[src/rtl/oyun_mac.sv]
// Match scorer: rounds go to player 1 on an exact x/y hit, else to player 2; 1-cycle round latency.
// round_ready is high only in PLAY; `OYUN_MAC_EARLY_END_EN ends the match as soon as a majority is reached.
module oyun_mac #(
  parameter int COORD_W  = 2,
  parameter int N_ROUNDS = 3,
  localparam int SW      = $clog2(N_ROUNDS + 1)
) (
  input  logic               clk,
  input  logic               rst_n,
  input  logic               start,
  input  logic               round_valid,
  output logic               round_ready,
  input  logic [COORD_W-1:0] x1,
  input  logic [COORD_W-1:0] y1,
  input  logic [COORD_W-1:0] x2,
  input  logic [COORD_W-1:0] y2,
  output logic [SW-1:0]      score1,
  output logic [SW-1:0]      score2,
  output logic [SW-1:0]      round_cnt,
  output logic               last_hit,
  output logic               match_done,
  output logic               winner
);

  localparam int WIN_TH = (N_ROUNDS + 1) / 2;

  typedef enum logic [1:0] {IDLE, PLAY, DONE} state_t;

  state_t        state_q, state_d;
  logic [SW-1:0] score1_q, score1_d;
  logic [SW-1:0] score2_q, score2_d;
  logic [SW-1:0] round_cnt_q, round_cnt_d;
  logic          last_hit_q, last_hit_d;
  logic          match_done_q, match_done_d;
  logic          winner_q, winner_d;

  logic          hit;
  logic [SW-1:0] cnt_inc, s1_inc, s2_inc;
  logic          end_now;

  always_comb begin
    hit     = (x1 == x2) && (y1 == y2);
    cnt_inc = round_cnt_q + SW'(1);
    s1_inc  = score1_q + SW'(hit);
    s2_inc  = score2_q + SW'(!hit);
`ifdef OYUN_MAC_EARLY_END_EN
    end_now = (cnt_inc == SW'(N_ROUNDS)) || (s1_inc == SW'(WIN_TH)) || (s2_inc == SW'(WIN_TH));
`else
    end_now = (cnt_inc == SW'(N_ROUNDS));
`endif
  end

  always_comb begin
    state_d      = state_q;
    score1_d     = score1_q;
    score2_d     = score2_q;
    round_cnt_d  = round_cnt_q;
    last_hit_d   = last_hit_q;
    match_done_d = match_done_q;
    winner_d     = winner_q;
    case (state_q)
      IDLE, DONE: begin
        // A new match starts identically from IDLE and from DONE.
        if (start) begin
          state_d      = PLAY;
          score1_d     = '0;
          score2_d     = '0;
          round_cnt_d  = '0;
          last_hit_d   = 1'b0;
          match_done_d = 1'b0;
          winner_d     = 1'b0;
        end
      end
      PLAY: begin
        if (round_valid) begin
          score1_d    = s1_inc;
          score2_d    = s2_inc;
          round_cnt_d = cnt_inc;
          last_hit_d  = hit;
          if (end_now) begin
            state_d      = DONE;
            match_done_d = 1'b1;
            winner_d     = (s1_inc > s2_inc);
          end
        end
      end
      default: state_d = IDLE;
    endcase
  end

  always_ff @(posedge clk or negedge rst_n) begin
    if (!rst_n) begin
      state_q      <= IDLE;
      score1_q     <= '0;
      score2_q     <= '0;
      round_cnt_q  <= '0;
      last_hit_q   <= 1'b0;
      match_done_q <= 1'b0;
      winner_q     <= 1'b0;
    end else begin
      state_q      <= state_d;
      score1_q     <= score1_d;
      score2_q     <= score2_d;
      round_cnt_q  <= round_cnt_d;
      last_hit_q   <= last_hit_d;
      match_done_q <= match_done_d;
      winner_q     <= winner_d;
    end
  end

  assign round_ready = (state_q == PLAY);
  assign score1      = score1_q;
  assign score2      = score2_q;
  assign round_cnt   = round_cnt_q;
  assign last_hit    = last_hit_q;
  assign match_done  = match_done_q;
  assign winner      = winner_q;

endmodule
[config.mk]
export PLATFORM = sky130hd
export DESIGN_NAME = oyun_mac
export DESIGN_NICKNAME = d
export VERILOG_FILES = /design/src/rtl/oyun_mac.sv
export SDC_FILE = /design/constraint.sdc
export NUM_CORES = 1
export LEC_CHECK = 0
export CORE_UTILIZATION = 42
export DETAILED_ROUTE_END_ITERATION = 7
export MAX_ROUTING_LAYER = met4
export PLACE_DENSITY = 0.76
export REMOVE_ABC_BUFFERS = 1
export SLEW_MARGIN = 25
export SYNTH_ARGS = -nofsm -noshare
export SYNTH_HDL_FRONTEND = slang
export SYNTH_SLANG_ARGS = --single-unit
[constraint.sdc]
create_clock -name clk -period 2 [get_ports clk]
set_input_delay 0.2 -clock clk [delete_from_list [all_inputs] [get_ports clk]]
set_output_delay 0.2 -clock clk [all_outputs]
set_load 0.05 [all_outputs]
==> metrics list, run 1 <==
- The number of failing hold endpoints at the final stage came to 0.
- The clock arrives with 0.001483 ns of skew.
- The clock net in this run drives a total of 11 sinks.
- RSZ-0062 raised after global routing: false
- Sequential share of the synthesized area: 0.4583
- Relative contribution of sequential cells to total power: 0.283
- Area share of and/or/nand/nor cells after synthesis: 0.1979
- Post-placement worst setup slack: -0.06252 ns
- Worst-path cell with the longest stage delay: sky130_fd_sc_hd__clkdlybuf4s50_1
- After synthesis, the largest family of logic cells by area is simple AND/OR/NAND/NOR gates.
- Placer congestion estimate: about 0.74
- Static timing analysis puts the maximum clock frequency at 528.2 MHz.
* Net switching power of the design: between 0.6 and 0.7 mW
- Summing every instance area after synthesis gives ~600 sq um.
- In this run the vertical extent of the chip is 39.82 microns.
- Data arrives at the worst endpoint at ~1.7 ns.
- Detailed placement ended at an HPWL of 880.1 microns.
- Worst path bufs/invs: 1
- Headroom to the max-slew limit came out at 0.6681.
* Share of cell area taken by muxes after synthesis: 0
- Number of port buffers: 21
- The number of antenna violations at the first check in global routing was 0.
* Global-route wire length before repair: 1.897 mm
- Of the total power, the share spent switching nets is 0.4742.
- Cells along the critical path: and2b_2 -> clkdlybuf4s50_1
- The first detailed-routing pass took 3 iterations.
- Of the total power, combinational logic draws 0.606.
- After detailed routing, the average wire length per cell comes to 10.93 microns.
* Overall via count from detail_route: 509
- STA classifies the critical path startpoint as a flop.
- Setup crit end kind: output port
* Seq cells post-synth: 11
- Chip Width: 39.82 microns
- Total clock buffers created by CTS: 3
- Buffers added to address setup during post-CTS repair amount to 0.
- Most common library cell in the layout ignoring fill and taps: sky130_fd_sc_hd__clkdlybuf4s50_1
- The via count of the first global-routing pass is 458.
- The total overflow left after global routing is 0.
- Wires add up to 1.115 mm.
- Fraction of the cycle the final worst path needs: 0.9467
* Maxcap violations: 0
- Across the VDD grid, the largest voltage drop is approximately 0.75 mV.
- Post-Synth Adder-Cell Area: 0.08333
- Fraction of layout cells with a size suffix above 1: 0.1264
- TritonCTS built the clock tree.
* Mean post-synth cell area: between 10 and 15 sq um
* Number of rows created at floorplan: 13
- Lkg Pwr: 0.4066 nW
- For this run, the total global-route usage over all layers was measured as 0.1869.
* H-tree levels: 1
- Final routed DRC violation total: 0
* Gate count of the mapped netlist: 60
* Final setup slack of the worst path: between 0.1 and 0.15 ns
- Entering global routing, the biggest net connects 14 pins.
- Once layout is complete, the cells apart from fillers number approximately 100.
- Post_cts resized: 0
- The flow ran to the end, and the final reports show no timing, DRC or antenna violations.
- Clock power share: 0.111
- The largest single stage delay on the critical path is 0.79 ns.
* Type of the most critical hold path: primary input to asynchronous set/reset pin
- The finished cells cover 869.6 sq um.
- Cell total after placement: 98
- The core region is between 1000 and 1500 sq um.
* Ports placed on the boundary: 22
* Post-synthesis compound-gate area fraction: 0.1063
- Final Slew Violations: 0
- Effective utilization at floorplan: 0.4558
- Setup violations remaining at the end of the flow were counted as 0.
* Critical path's top delay family: buffers and inverters
- Worst-case clock buffer depth: 2
- The number of antenna diodes in the final layout is 0.
- Number of DRC markers in iteration 0: 5
* Yosys warns: 0
* Insertion delay of the later-clocked pin in the worst-skew pair: between 0.2 and 0.3 ns
* Top library cells by usage in the layout, fill and taps aside: 21 x sky130_fd_sc_hd__clkdlybuf4s50_1, 11 x sky130_fd_sc_hd__dfrtp_1, 9 x sky130_fd_sc_hd__nand3_1
- Cell area reported after detailed placement: between 800 and 900 sq um
- The worst setup path is of the flop to output port kind.
* CP Data Required Time: 1.80 ns
- Of the total synthesized cell area, the portion taken by XOR and XNOR cells is 0.1021.
- The number of hold buffers added after CTS was 0.
- The floorplan step defined a die boundary enclosing approximately 1600 sq um.
* Synth cell types: 20
- Root Buffer: sky130_fd_sc_hd__clkbuf_4
- Along the worst path, the maximum fanout reaches 4.
* Internal Dissipation: 0.6921 mW
- Compared with the post-synthesis result, the final layout area differs by 44.79%.
- For this design the ratio of total power to cell area is 1514 nW/um^2.
- At the pin with the least slew margin, the transition time is 0.4963 ns.
- After detailed routing, the number of vias per cell comes to 4.990.
- The detail route stage leaves a number of antenna-violating nets equal to 0.
- Minimum clock period: between 1.5 and 2 ns
- Reg clk slew, reported paths: 0.07 ns
- Fin nets: 104
-- flip-flops by register name, summed over array words and instances (netlist names) --
signal	flops
last_hit	1
match_done	1
round_cnt	2
score1	2
score2	2
state_q	2
winner	1
-- area by class of cell --
cell class              count  area, sq um
clock buffers               4        26.28
multi-input cells          43        294.0
fillers                   116        447.9
repair buffers             25        240.2
flip-flops and latches     11        275.3
well taps                  15        18.77
inverters                   4        15.01
-- Yosys cell counts --
cell | count | area share
sky130_fd_sc_hd__a21o_1 | 1 | 0.013
sky130_fd_sc_hd__a21oi_1 | 1 | 0.0083
sky130_fd_sc_hd__and2b_2 | 1 | 0.015
sky130_fd_sc_hd__buf_2 | 1 | 0.0083
sky130_fd_sc_hd__buf_6 | 1 | 0.019
sky130_fd_sc_hd__dfrtp_1 | 11 | 0.46
sky130_fd_sc_hd__ha_1 | 4 | 0.083
sky130_fd_sc_hd__inv_1 | 4 | 0.025
sky130_fd_sc_hd__nand2_1 | 6 | 0.037
sky130_fd_sc_hd__nand2b_1 | 2 | 0.021
sky130_fd_sc_hd__nand3_1 | 9 | 0.075
sky130_fd_sc_hd__nand3b_1 | 1 | 0.013
sky130_fd_sc_hd__nand4_1 | 1 | 0.010
sky130_fd_sc_hd__nand4b_1 | 1 | 0.015
sky130_fd_sc_hd__o21ai_0 | 1 | 0.0083
sky130_fd_sc_hd__o21ai_1 | 4 | 0.033
sky130_fd_sc_hd__o21ai_2 | 3 | 0.044
sky130_fd_sc_hd__or2b_1 | 1 | 0.013
sky130_fd_sc_hd__xnor2_1 | 5 | 0.073
sky130_fd_sc_hd__xor2_1 | 2 | 0.029
-- cell families (layout without fill, tap and decap cells) --
family          after synthesis  after routing
simple gates                 22             22
flops                        11             11
compound gates               10             10
xor+xnor                      7              7
buf+inv                       6             33
fa+ha+maj                     4              4
-- metrics by stage --
step	total power, mW	utilization	setup TNS [ns]	hold slack (ns)
3_3_place_gp	1.159	0.6401	0	0.4614
5_1_grt	1.418	0.6600	0	0.2916
3_5_place_dp	1.182	0.6401	-0.06252	0.4726
2_1_floorplan	0.8983	-	0	-0.09559
4_1_cts	1.330	0.6600	0	0.2771
6_report	1.316	0.6600	0	0.2634
-- power groups by stage --
stage                     combinational, mW  sequential (mW)  clock [mW]
after floorplan                       0.306            0.592           0
after detailed placement              0.804            0.378           0
final                                 0.797            0.373       0.146
after CTS                             0.805            0.374       0.152
after global routing                  0.867            0.386       0.164
after global placement                0.787            0.372           0
-- per-layer routing --
layer,part of all wire,vias up,track usage
met5,0,-,-
met4,0,0,0.02586
met3,0.071,0,0.06818
met2,0.49,21,0.3156
met1,0.44,230,0.2153
li1,-,258,-
-- final timing paths --
check,start,to,slack [ns],cells after the start
setup / recovery,state_q[1],round_ready,0.11,2
hold / removal,rst_n,state_q[0],0.26,1
setup reg to reg,score2[0],winner,0.52,5
hold reg to reg,match_done,match_done,0.48,2
max in group asynchronous,rst_n,score2[0],1.41,1
min in group clk,match_done,match_done,0.48,2
-- worst reg2reg max path: stages (launching register included) --
cell and delay, ns:
sky130_fd_sc_hd__dfrtp_1 0.42, sky130_fd_sc_hd__ha_1 0.22, sky130_fd_sc_hd__xnor2_1 0.22, sky130_fd_sc_hd__ha_1 0.29, sky130_fd_sc_hd__a21oi_1 0.14, sky130_fd_sc_hd__o21ai_1 0.08
Power figures use the tool's default switching activity.
==> inputs of run 2 (changes only) <==
ABC_AREA = 1   (was unset)
CORE_UTILIZATION = 43   (was 42)
==> run 2 against run 1 <==
  * Final cell count up 25%
  * Hold slack got worse by 0.0035 ns
  * Non-clock buffer count is 3 lower
  * Worst setup slack better by 0.028 ns
  * Total power increased by 8.2%
  * Sequential power increased by 1%
  * First-iteration DRC count increased to 2.6 times the previous value
  * Via count is 19% higher
  * Clock power rose by 5%
  * Die area rose by 4.9%
  * Largest cell class unchanged
  * Largest power group unchanged
  * Highest routed layer is now met4
==> metrics list, run 2 <==
* Share of cell area taken by muxes after synthesis: 0 (unchanged)
- The sequential cell area came to 275.3 sq um (unchanged).
* Setup clock skew after layout: 0.008697 ns (was 0.001483 ns)
- Top fanout value on the critical path: 4 (unchanged)
- Power density cells: 1557 nW/um^2 (was 1514 nW/um^2)
* Multi-input gate area: 297.8 sq um (was 294.0 sq um)
- Number of port buffers: 21 (unchanged)
- The worst reg-to-reg setup slack was 0.44 ns (was 0.52 ns).
* Clock sinks: 11 (unchanged)
* Reg clk slew, reported paths: 0.07 ns (about the same)
- The share of async-settable or async-resettable flops after synthesis came to 1.000 (unchanged).
- The post-synthesis instance area is 646.9 sq um (was 600.6 sq um).
- The weighted congestion reported at the end of routability-driven placement was 0.7150 (was 0.7448).
* Area share of and/or/nand/nor cells after synthesis: 0.2727 (was 0.1979)
* Cell depth of the worst flop-to-flop path: 8 (was 5)
* Overall via count from detail_route: 605 (was 509)
* Final Slew Violations: 0 (unchanged)
- H-tree levels: 1 (unchanged)
* Ports placed on the boundary: 22 (unchanged)
* Post_cts resized: 0 (unchanged)
- Count of flip-flops with a built-in enable after synthesis: 0 (unchanged)
* Mean post-synth cell area: 7.435 sq um (was 10.01 sq um)
* Portion of synthesized cell area occupied by the leading cell type: 0.4255 (was 0.4583)
* Result of the run: completed (unchanged)
- The average wire length per cell after detail routing came to 10.05 microns (was 10.93 microns).
- Cts-stage hold buffer count: 0 (unchanged)
- Top library cells by usage in the layout, fill and taps aside: 31 x sky130_fd_sc_hd__nand2_1, 21 x sky130_fd_sc_hd__clkdlybuf4s50_1, 19 x sky130_fd_sc_hd__inv_1 (was 21 x sky130_fd_sc_hd__clkdlybuf4s50_1, 11 x sky130_fd_sc_hd__dfrtp_1, 9 x sky130_fd_sc_hd__nand3_1)
* Root Buffer: sky130_fd_sc_hd__clkbuf_4 (unchanged)
- The area added between synthesis and finish came to 41.39% (was 44.79%).
* CP Data Required Time: 1.80 ns (about the same)
* Pin count of the biggest net entering global routing: 12 (was 14)
- The residual antenna-violating net count after detailed routing was 0 (unchanged).
* Number of DRC markers in iteration 0: 13 (was 5)
- Data arrival at the endpoint of the critical path: 1.67 ns (was 1.69 ns)
* Worst slew margin relative to its limit: 0.6597 (was 0.6681)
- The largest stage delay on the critical path is 0.82 ns (was 0.79 ns).
- Core area: 1350 sq um (was 1318 sq um)
* Worst-case clock buffer depth: 2 (unchanged)
- Type of the most critical hold path: primary input to asynchronous set/reset pin (unchanged)
* Detailed Route WL: 1.287 mm (was 1.115 mm)
- Worst Max-Slew Pin Slew: 0.5089 ns (was 0.4963 ns)
* Most common library cell in the layout ignoring fill and taps: sky130_fd_sc_hd__nand2_1 (was sky130_fd_sc_hd__clkdlybuf4s50_1)
- Vias in the first global route: 542 (was 458)
* Die Outline Area: 1663 sq um (was 1585 sq um)
- The clock tree from TritonCTS is done (unchanged).
* Seq cells post-synth: 11 (unchanged)
- Number of diodes added for antenna fixing: 0 (unchanged)
* Yosys top cell by area: sky130_fd_sc_hd__dfrtp_1 (unchanged)
* Lkg Pwr: 0.5038 nW (was 0.4066 nW)
- Antenna violations before repair: 0 (unchanged)
* Count of TritonRoute iterations in the first routing pass: 5 (was 3)
* Insertion delay of the later-clocked pin in the worst-skew pair: 0.27 ns (was 0.26 ns)
* Worst-path cell with the longest stage delay: sky130_fd_sc_hd__clkdlybuf4s50_1 (unchanged)
- The starting density of the core is 0.4791 (was 0.4558).
* Total clock buffers created by CTS: 3 (unchanged)
- Cell with the most instances after synthesis: sky130_fd_sc_hd__nand2_1 (was sky130_fd_sc_hd__dfrtp_1)
- The chip height was 40.79 microns (was 39.82 microns).
- Cells along the critical path: nor2_4 -> clkdlybuf4s50_1 (was and2b_2 -> clkdlybuf4s50_1).
* Post-synth top cells: 31 x sky130_fd_sc_hd__nand2_1, 19 x sky130_fd_sc_hd__inv_1, 11 x sky130_fd_sc_hd__dfrtp_1, 7 x sky130_fd_sc_hd__o21ai_0, 4 x sky130_fd_sc_hd__ha_1 (was 11 x sky130_fd_sc_hd__dfrtp_1, 9 x sky130_fd_sc_hd__nand3_1, 6 x sky130_fd_sc_hd__nand2_1, 5 x sky130_fd_sc_hd__xnor2_1)
- Fraction of layout cells with a size suffix above 1: 0.09735 (was 0.1264)
- The final number of setup-violating endpoints came to 0 (unchanged).
- The setup total negative slack came to 0 ns (unchanged).
- Total chip power: 1.424 mW (was 1.316 mW)
* Worst ir drop on vdd: 1.063 mV (was 0.7451 mV)
- Number of rows created at floorplan: 13 (unchanged)
* Yosys warns: 0 (unchanged)
* Grt total ovfl: 0 (unchanged)
- Setup crit end kind: output port (unchanged)
* Largest family of logic cells by synthesized area: simple AND/OR/NAND/NOR gates (unchanged)
- Endpoints failing hold: 0 (unchanged)
* Minimum clock period: 1.866 ns (was 1.893 ns)
* R2R Path End: winner (unchanged)
- WS Path Type: flop to output port (unchanged)
* Chip Width: 40.79 microns (was 39.82 microns)
* Gate count of the mapped netlist: 87 (was 60)
- Fraction of the cycle the final worst path needs: 0.9328 (was 0.9467)
- The global router's overall resource usage was 0.2140 (was 0.1869).
- The total of fill cells in the finished design came to 122 (was 116).
- The dominant register cell in the synthesized netlist is sky130_fd_sc_hd__dfrtp_1 (unchanged).
- The count of maximum capacitance violations is 0 (unchanged).
- Post-Synth Adder-Cell Area: 0.07737 (was 0.08333)
* Critical register-to-register path startpoint: score1[0] (was score2[0])
- The proportion of synthesized chip area in sequential cells was 0.4255 (was 0.4583).
- Fmax: 536.0 MHz (was 528.2 MHz)
* Synth cell types: 13 (was 20)
* Most area-consuming cells after synthesis: sky130_fd_sc_hd__dfrtp_1 43%, sky130_fd_sc_hd__nand2_1 18%, sky130_fd_sc_hd__inv_1 11% (was sky130_fd_sc_hd__dfrtp_1 46%, sky130_fd_sc_hd__ha_1 8.3%, sky130_fd_sc_hd__nand3_1 7.5%)
* Area share of xor/xnor cells in the synthesized design: 0.02708 (was 0.1021)
- Fin nets: 130 (was 104)
- Via/cell ratio: 4.727 (was 4.990)
- Post-synthesis compound-gate area fraction: 0.07544 (was 0.1063)
- The first-pass GRT wire length is 2.139 mm (was 1.897 mm).
* Detail Placement HPWL: 1.027 mm (was 880.1 microns)
* Critical Path Start Type: flop (unchanged)
* Post-CTS setup-driven buffer insertion count: 0 (unchanged)
- The total DRC errors in the routed layout was 0 (unchanged).
[run 2: where the power goes]
group	switching, mW	internal [mW]	leakage [nW]	total [mW]
Sequential	0.0649	0.313	0.141	0.378
Clock	0.0755	0.0773	0.0150	0.153
Combinational	0.584	0.309	0.348	0.893
[run 2: logic make-up (layout without fill, tap and decap cells)]
family	Yosys count	after routing
simple gates	40	40
fa+ha+maj	4	4
compound gates	9	9
xor+xnor	2	2
flops	11	11
buf+inv	21	47
[run 2: layer usage]
| layer | share of wire | global-route usage | vias to the layer above |
|---|---|---|---|
| li1 | - | - | 313 |
| met5 | 0 | - | - |
| met3 | 0.052 | 0.09783 | 8 |
| met2 | 0.46 | 0.3164 | 16 |
| met1 | 0.46 | 0.2305 | 268 |
| met4 | 0.028 | 0.1333 | 0 |
[run 2: worst max-delay path by stage]
stage	start	slack, ns	end	depth (start not counted)
3_3_place_gp	y2[0]	-0.13	winner	15
2_1_floorplan	score1[0]	0.26	winner	8
5_1_grt	x1[1]	-0.003	winner	15
4_1_cts	y1[0]	0.12	winner	15
6_report	state_q[1]	0.13	round_ready	2
3_5_place_dp	y1[0]	-0.14	winner	15
[run 2: stage by stage]
step	worst slack, ns	instances	hold slack, ns	area (sq um)	util
after floorplan	0.2647	87	-0.09559	646.9	-
after global placement	-0.1298	124	0.4556	883.3	0.6543
after detailed placement	-0.1425	124	0.4649	883.3	0.6543
after CTS	0.1230	128	0.2790	909.6	0.6738
after global routing	-0.002799	128	0.3008	914.6	0.6775
final	0.1345	128	0.2599	914.6	0.6775
[run 2: cell type report]
type	count	area share
Inverter	21	0.08618
Clock buffer	4	0.02873
Sequential cell	11	0.3010
Tap cell	15	0.02052
Multi-Input combinational cell	55	0.3256
Timing Repair Buffer	22	0.2380
[run 2: worst max-delay path: cells and delay by family (launching register included)]
family                 cells  cell delay, ns
buffers and inverters      1            0.82
flip-flops                 1            0.40
AND/OR/NAND/NOR            1            0.17
==> inputs of run 3 (changes only) <==
HOLD_SLACK_MARGIN = 0.15   (was unset)
==> results of run 3 <==
No change in the layout: final DEF, timing and power equal those of run 2.
